## src/rtl/cache_fill_fsm_pkg.sv

```systemverilog
// Shared definitions for the cache miss fill controller: state encoding and block geometry.
package cache_fill_fsm_pkg;

    typedef enum logic {
        IDLE = 1'b0,
        FILL = 1'b1
    } fill_state_t;

    localparam int unsigned WORDS_PER_BLOCK   = 8;
    localparam int unsigned BLOCK_OFFSET_BITS = 4;
    localparam int unsigned WORD_IDX_W        = $clog2(WORDS_PER_BLOCK);
    localparam int unsigned CNT_W             = WORD_IDX_W + 1;

endpackage

```

## src/rtl/fill_counter.sv

```systemverilog
// Word counter with synchronous clear and count enable; one extra bit so "all words done" is representable.
module fill_counter
    import cache_fill_fsm_pkg::*;
#(
    parameter int unsigned WIDTH = CNT_W
) (
    input  logic             clk,
    input  logic             rst,
    input  logic             clear,
    input  logic             enable,
    output logic [WIDTH-1:0] count
);

    always_ff @(posedge clk) begin
        if (rst || clear) begin
            count <= '0;
        end else if (enable) begin
            count <= count + WIDTH'(1);
        end
    end

endmodule

```

## src/rtl/cache_fill_fsm.sv

```systemverilog
// Miss fill controller: issues the eight word reads of a block, streams returns into the
// data array, and commits the tag on the last returned word.
module cache_fill_fsm
    import cache_fill_fsm_pkg::*;
#(
    parameter int unsigned DATA_WIDTH = 16,
    parameter int unsigned ADDR_WIDTH = 16
) (
    input  logic                  clk,
    input  logic                  rst,
    input  logic                  miss_detected,
    input  logic [ADDR_WIDTH-1:0] miss_address,
    input  logic [DATA_WIDTH-1:0] memory_data,
    input  logic                  memory_data_valid,
    output logic                  fsm_busy,
    output logic                  memory_enable,
    output logic [ADDR_WIDTH-1:0] memory_address,
    output logic                  write_data_array,
    output logic                  write_tag_array,
    output logic [WORD_IDX_W-1:0] fill_word,
    output logic [DATA_WIDTH-1:0] fill_data
);

    localparam logic [ADDR_WIDTH-1:0] OFFSET_MASK = ADDR_WIDTH'((1 << BLOCK_OFFSET_BITS) - 1);
    localparam logic [CNT_W-1:0]      LAST_WORD   = CNT_W'(WORDS_PER_BLOCK - 1);
    localparam logic [CNT_W-1:0]      ALL_WORDS   = CNT_W'(WORDS_PER_BLOCK);

    fill_state_t           state;
    logic [CNT_W-1:0]      issue_cnt;
    logic [CNT_W-1:0]      recv_cnt;
    logic [ADDR_WIDTH-1:0] base_addr;
    logic                  in_fill;
    logic                  start;
    logic                  recv_en;
    logic                  done;

    assign in_fill       = (state == FILL);
    assign start         = (state == IDLE) && miss_detected;
    assign memory_enable = in_fill && (issue_cnt < ALL_WORDS);
    // Returns outside FILL are stale and dropped.
    assign recv_en       = in_fill && memory_data_valid;
    assign done          = recv_en && (recv_cnt == LAST_WORD);

    assign fsm_busy         = in_fill;
    assign write_data_array = recv_en;
    assign write_tag_array  = done;
    assign fill_word        = recv_en ? recv_cnt[WORD_IDX_W-1:0] : '0;
    assign fill_data        = memory_data;
    assign memory_address   = memory_enable
                            ? (base_addr | ADDR_WIDTH'({issue_cnt[WORD_IDX_W-1:0], 1'b0}))
                            : base_addr;

    always_ff @(posedge clk) begin
        if (rst) begin
            state     <= IDLE;
            base_addr <= '0;
        end else begin
            case (state)
                IDLE: begin
                    if (miss_detected) begin
                        base_addr <= miss_address & ~OFFSET_MASK;
                        state     <= FILL;
                    end
                end
                FILL: begin
                    if (done) begin
                        state <= IDLE;
                    end
                end
                default: state <= IDLE;
            endcase
        end
    end

    fill_counter #(.WIDTH(CNT_W)) u_issue_cnt (
        .clk    (clk),
        .rst    (rst),
        .clear  (start),
        .enable (memory_enable),
        .count  (issue_cnt)
    );

    fill_counter #(.WIDTH(CNT_W)) u_recv_cnt (
        .clk    (clk),
        .rst    (rst),
        .clear  (start),
        .enable (recv_en),
        .count  (recv_cnt)
    );

endmodule

```

## config.mk

```make
export PLATFORM = sky130hd
export DESIGN_NAME = cache_fill_fsm
export DESIGN_NICKNAME = d
export VERILOG_FILES = /design/src/rtl/cache_fill_fsm_pkg.sv /design/src/rtl/fill_counter.sv /design/src/rtl/cache_fill_fsm.sv
export SDC_FILE = /design/constraint.sdc
export NUM_CORES = 1
export LEC_CHECK = 0
export BUFFER_PORTS_ARGS = -buffer_cell sky130_fd_sc_hd__buf_2
export CORE_UTILIZATION = 39
export CTS_CLUSTER_SIZE = 24
export DETAILED_ROUTE_END_ITERATION = 12
export PLACE_DENSITY = 0.74
export SYNTH_ARGS = -nofsm -noshare
export SYNTH_HDL_FRONTEND = slang
export SYNTH_SLANG_ARGS = --single-unit
```

## constraint.sdc

```tcl
create_clock -name clk -period 1.4 [get_ports clk]
set_clock_uncertainty 0.1 [all_clocks]
set_input_delay 0.28 -clock clk [delete_from_list [all_inputs] [get_ports clk]]
set_output_delay 0.28 -clock clk [all_outputs]
set_load 0.01 [all_outputs]
```

* After elaboration in Yosys (flattened, before gate mapping) *
Index checks and enable logic that the tools add are counted.

word-level totals
  bits in registers = 21
  bits of input ports = 36
  output and inout port bits = 39
  logic and storage cells = 21

cells by class
  bitwise gates (word level) = 2
  add/subtract/negate cells = 2
  magnitude comparators = 1
  equality and inequality tests = 1
  reductions and logical operators = 6
  muxes and demuxes = 5

operator list
  cell                 number
  $mux 16              1
  $or 16x4->16         1
  $add 4x1->4 const B  2
  $eq 4x3->1 const B   1
  $logic_and 1x1->1    4
  $lt 4x4->1 const B   1
  $mux 3               1
  $mux 1               2
  $pmux 1 s2           1
  $reduce_and 2->1     1
  $logic_or 1x1->1     1
  $not 1->1            1

* Depth between registers and ports, before layout *
  depth after elaboration = 4
  gate-level depth with buffers = 5
  depth with buffers taken out = 4

* By module *
A second synthesis with hierarchy kept.

unflattened totals
  cell total of the unflattened synthesis = 117
  area total of the unflattened synthesis = 1,024.7 um^2

modules (own cells, without submodules)
  module          area each (um^2)  sequential area each (um^2)  cells an instance  instances
  cache_fill_fsm  669.4             260.2                        83                 1
  fill_counter    177.7             80.1                         17                 2

* Worst setup path before layout *
Ideal clock, no wire load.

  kind = flip-flop to output port
  start = register state (netlist: fsm_busy)
  end = output write_tag_array
  stages on the path, launching flop included = 4
  buffers on the path = 1
  setup slack = 36 ps
  arrival = 984 ps
  required time = 1,020 ps
  cells stage by stage = dfxtp_1 -> buf_4 -> and3_4 -> and3b_1

between the ends
  cells in the longest elaborated chain, start to end = 2

ends and longest elaborated chain
  element                   line                  text
  start: declaration        cache_fill_fsm.sv:28  fill_state_t state;
  start signal: assignment  cache_fill_fsm.sv:55  state <= IDLE;
  start signal: assignment  cache_fill_fsm.sv:62  state <= FILL;
  start signal: assignment  cache_fill_fsm.sv:67  state <= IDLE;
  $logic_and 1x1->1         cache_fill_fsm.sv:41  assign recv_en = in_fill && memory_data_valid;
  $logic_and 1x1->1         cache_fill_fsm.sv:42  assign done = recv_en && (recv_cnt == LAST_WORD);
  end: declaration          cache_fill_fsm.sv:19  output logic write_tag_array,

Every way passes these cells.

* Worst setup path after layout *
Ends and elaborated chain as after synthesis.

==> impl_results.rst <==
.. list-table::
   :header-rows: 1

   * - Metric
     - Value
   * - Outcome
     - finished with violations
   * - Failing checks
     - negative setup slack
   * - Half-perimeter wire length of the detailed placement result
     - 1.501 mm
   * - NumNets Final
     - 187
   * - Part of the cycle the worst path needs
     - 1.113
   * - Number of global-route vias before repair
     - 724
   * - Antenna diode instance count
     - 0
   * - Die Area
     - 0.002753 mm2
   * - Largest net degree at the start of global routing
     - 13
   * - Worst-case vdd ir drop
     - 0.5379 mV
   * - Multi-input gate area
     - 427.9 um2
   * - Timing endpoint of the critical path
     - write_tag_array
   * - Cts bufs inserted
     - 3
   * - Cell types with the largest area share after synthesis
     - sky130_fd_sc_hd__dfxtp_1 (42%), sky130_fd_sc_hd__buf_4 (14%), sky130_fd_sc_hd__nand2_1 (9.8%)
   * - Arr. time, crit path
     - 1.18 ns
   * - First element of the critical path
     - fsm_busy
   * - Vert. Die Dim
     - 52.47 um
   * - Setup repair after global routing missed its margin
     - yes
   * - Maximum number of buffers from clock root to sink
     - 2
   * - Area of the core
     - 0.002297 mm2
   * - CP max FO
     - 6
   * - DRC errors left
     - 0
   * - Max H-tree Level
     - 1
   * - Area overhead of the layout relative to synthesis
     - 22.42%
   * - # fillers
     - 230
   * - Synth warnings
     - 0
   * - Final count of pins violating max slew
     - 0
   * - Critical path start-end classification
     - flop to output pin
   * - Depth of the worst hold-timing path
     - 2
   * - Number of iterations in the first detailed-routing pass
     - 3
   * - Number of flip-flops and latches in the synthesized netlist
     - 21
   * - Via count normalized by instance count
     - 4.750
   * - Fraction of layout cells with a size suffix above 1
     - 0.4122
   * - Number of maximum-capacitance constraint violations
     - 0
   * - Sum of routed wire length over all layers
     - 1.965 mm
   * - First-pass GRT wire length
     - 3.022 mm
   * - Die outline width
     - 52.47 um
   * - Number of antenna violations at the first check in global routing
     - 0
   * - Post-detailed-route count of antenna-violating nets
     - 0
   * - Initial Util
     - 0.4325
   * - Element type at the critical path end
     - output pin
   * - Synth Instances
     - 119
   * - Static power due to leakage
     - 0.6051 nW
   * - Cell Area, Synth
     - 993.5 um2
   * - Cts-stage hold buffer count
     - 0
   * - Routability Congestion
     - 0.7947
   * - R2R Path Start
     - fsm_busy
   * - Clock network latency to the later pin of the worst-skew pair
     - 0.29 ns
   * - Number of unique standard cell types used by synthesis
     - 27
   * - Total power divided by cell area
     - 896.7 mW/mm2
   * - Hold violation total from the final report
     - 0
   * - Clock root cell
     - sky130_fd_sc_hd__clkbuf_4
   * - Port-buffer cells
     - 37
   * - Post-synthesis net count
     - 157
   * - Highest clock frequency the design can meet
     - 641.9 MHz
   * - Overall fraction of global-route tracks in use
     - 0.1476
   * - Sequential cell area in the final layout
     - 425.4 um2
   * - Number of sinks driven by the clock tree
     - 21
   * - I/O pins
     - 75
   * - Portion of the post-synthesis area used by sequential elements
     - 0.4232
   * - Required @ worst endpoint
     - 1.02 ns
   * - Number of cell instances on the worst register-to-register path
     - 6
   * - Sum of overflow across all layers after global routing
     - 0
   * - Min Clock Period, post-route
     - 1.558 ns
   * - Cell row count
     - 17
   * - Setup violations, final
     - 9
   * - Tot Pwr
     - 1.090 mW
   * - Terminus of the critical flop-to-flop path
     - u_recv_cnt.count[3]
   * - Cell type with the highest aggregate area in the netlist
     - sky130_fd_sc_hd__dfxtp_1
   * - Area fraction of the dominant cell type after synthesis
     - 0.4232
   * - Tightest Hold Check Type
     - input pin to flop
   * - DRC marker count from the first detailed-route iteration
     - 4
   * - R2R Setup Slk
     - -0.04 ns
   * - Critical path startpoint category
     - flop
   * - Worst Hold Slack
     - 0.1052 ns
   * - Number of vias in the routed layout
     - 836
   * - Post-route worst setup slack
     - -0.1579 ns
   * - Post-synthesis area per instance
     - 8.348 um2
   * - Average routed wire per standard cell
     - 11.16 um
   * - Clock tree from TritonCTS
     - done
   * - Clk pin slew, worst setup/hold paths
     - 0.11 ns
==> cell families after synthesis <==
| group | share of synthesized area |
|---|---|
| multiplexers | 0.02518 |
| AO/OA/AOI/OAI | 0.07431 |
| flip-flops | 0.4232 |
| buffers and inverters | 0.1637 |
| AND/OR/NAND/NOR | 0.2494 |
| other | 0.003775 |
| adder cells (fa/ha/maj) | 0.02518 |
| XOR/XNOR | 0.03527 |
==> synth_stat cells <==
| cell | count |
|---|---|
| sky130_fd_sc_hd__a21oi_1 | 13 |
| sky130_fd_sc_hd__a41oi_1 | 1 |
| sky130_fd_sc_hd__and2_1 | 3 |
| sky130_fd_sc_hd__and3_1 | 2 |
| sky130_fd_sc_hd__and3_4 | 1 |
| sky130_fd_sc_hd__and3b_1 | 1 |
| sky130_fd_sc_hd__buf_2 | 1 |
| sky130_fd_sc_hd__buf_4 | 19 |
| sky130_fd_sc_hd__clkbuf_1 | 3 |
| sky130_fd_sc_hd__conb_1 | 1 |
| sky130_fd_sc_hd__dfxtp_1 | 21 |
| sky130_fd_sc_hd__ha_1 | 2 |
| sky130_fd_sc_hd__inv_1 | 1 |
| sky130_fd_sc_hd__mux2_4 | 1 |
| sky130_fd_sc_hd__mux2i_1 | 1 |
| sky130_fd_sc_hd__nand2_1 | 26 |
| sky130_fd_sc_hd__nand2b_1 | 2 |
| sky130_fd_sc_hd__nand3_1 | 2 |
| sky130_fd_sc_hd__nand3_2 | 1 |
| sky130_fd_sc_hd__nand3b_1 | 1 |
| sky130_fd_sc_hd__nor2_1 | 7 |
| sky130_fd_sc_hd__nor2b_1 | 1 |
| sky130_fd_sc_hd__nor2b_2 | 1 |
| sky130_fd_sc_hd__nor3_1 | 2 |
| sky130_fd_sc_hd__nor3b_1 | 1 |
| sky130_fd_sc_hd__xnor2_1 | 1 |
| sky130_fd_sc_hd__xor2_1 | 3 |
==> flip-flops by register name, indices dropped and copies added, names as in the netlist <==
name and cells:
u_recv_cnt.count 4, base_addr 12, u_issue_cnt.count 4, fsm_busy 1
==> layout by cell type (no fill, tap or decap), types with 2 or more instances in the layout <==
cell type	Yosys	routed
sky130_fd_sc_hd__and3_1	2	2
sky130_fd_sc_hd__nor3_1	2	2
sky130_fd_sc_hd__nor2_1	7	7
sky130_fd_sc_hd__nand2b_1	2	2
sky130_fd_sc_hd__buf_2	1	35
sky130_fd_sc_hd__nand3_1	2	2
sky130_fd_sc_hd__buf_4	19	9
sky130_fd_sc_hd__buf_6	0	3
sky130_fd_sc_hd__nand2_1	26	25
sky130_fd_sc_hd__a21oi_1	13	13
sky130_fd_sc_hd__xor2_1	3	3
sky130_fd_sc_hd__clkbuf_4	0	3
sky130_fd_sc_hd__and2_1	3	3
sky130_fd_sc_hd__dfxtp_1	21	19
==> layout make-up <==
class                   count  area share
well taps                  28     0.02881
clock buffers               3     0.01852
flip-flops and latches     21      0.3498
repair buffers             48      0.2438
multi-input cells          74      0.3519
clock inverters             1    0.004115
inverters                   1    0.003086
==> where the power goes <==
group / internal (mW) / switching (mW)
clock network: 0.106 / 0.170
registers: 0.623 / 0.0163
logic: 0.0859 / 0.0890
total: 0.815 / 0.276
==> worst min path at each step <==
| stage | startpoint | endpoint | slack (ns) |
|---|---|---|---|
| 2_1_floorplan | miss_address[10] | base_addr[10] | 0.32 |
| 3_3_place_gp | base_addr[13] | base_addr[13] | 0.34 |
| 3_5_place_dp | base_addr[13] | base_addr[13] | 0.35 |
| 4_1_cts | rst | fsm_busy | 0.09 |
| 5_1_grt | miss_address[11] | base_addr[11] | 0.1 |
| 6_report | rst | fsm_busy | 0.11 |
==> metal layers <==
| metal | vias up | part of all wire | track usage | wire length [um] |
|---|---|---|---|---|
| met5 | - | 0 | 0 | 0 |
| met4 | 0 | 0.043 | 0.1096 | 85 |
| met3 | 18 | 0.058 | 0.02029 | 113 |
| met2 | 20 | 0.51 | 0.2489 | 994 |
| met1 | 374 | 0.39 | 0.1667 | 771 |
| li1 | 424 | - | - | - |
==> through the flow <==
stage | utilization | cell area (um2) | std cells | worst slack [ns] | setup TNS, ns
finish | 0.5294 | 1216 | 176 | -0.1579 | -0.8677
global route | 0.5294 | 1216 | 176 | -0.2138 | -1.355
CTS | 0.5131 | 1179 | 174 | -0.1615 | -0.9923
detailed placement | 0.4875 | 1120 | 168 | 0.03677 | 0
global placement | 0.4875 | 1120 | 168 | 0.05516 | 0
floorplan | - | 993.5 | 119 | 0.03632 | 0
==> critical path, stage by stage (launching register included) <==
cell	delay, ns
sky130_fd_sc_hd__dfxtp_4	0.40
sky130_fd_sc_hd__and3_4	0.18
sky130_fd_sc_hd__and3b_1	0.18
sky130_fd_sc_hd__buf_2	0.14
==> repair_timing <==
item / in CTS / in global routing
setup endpoints to repair: 10 / 9
gates cloned: 0 / 0
setup buffers: 2 / 2
resized for setup: 6 / 5
pin swaps: 2 / 3
Note: power is estimated with default switching activity, not from simulation.
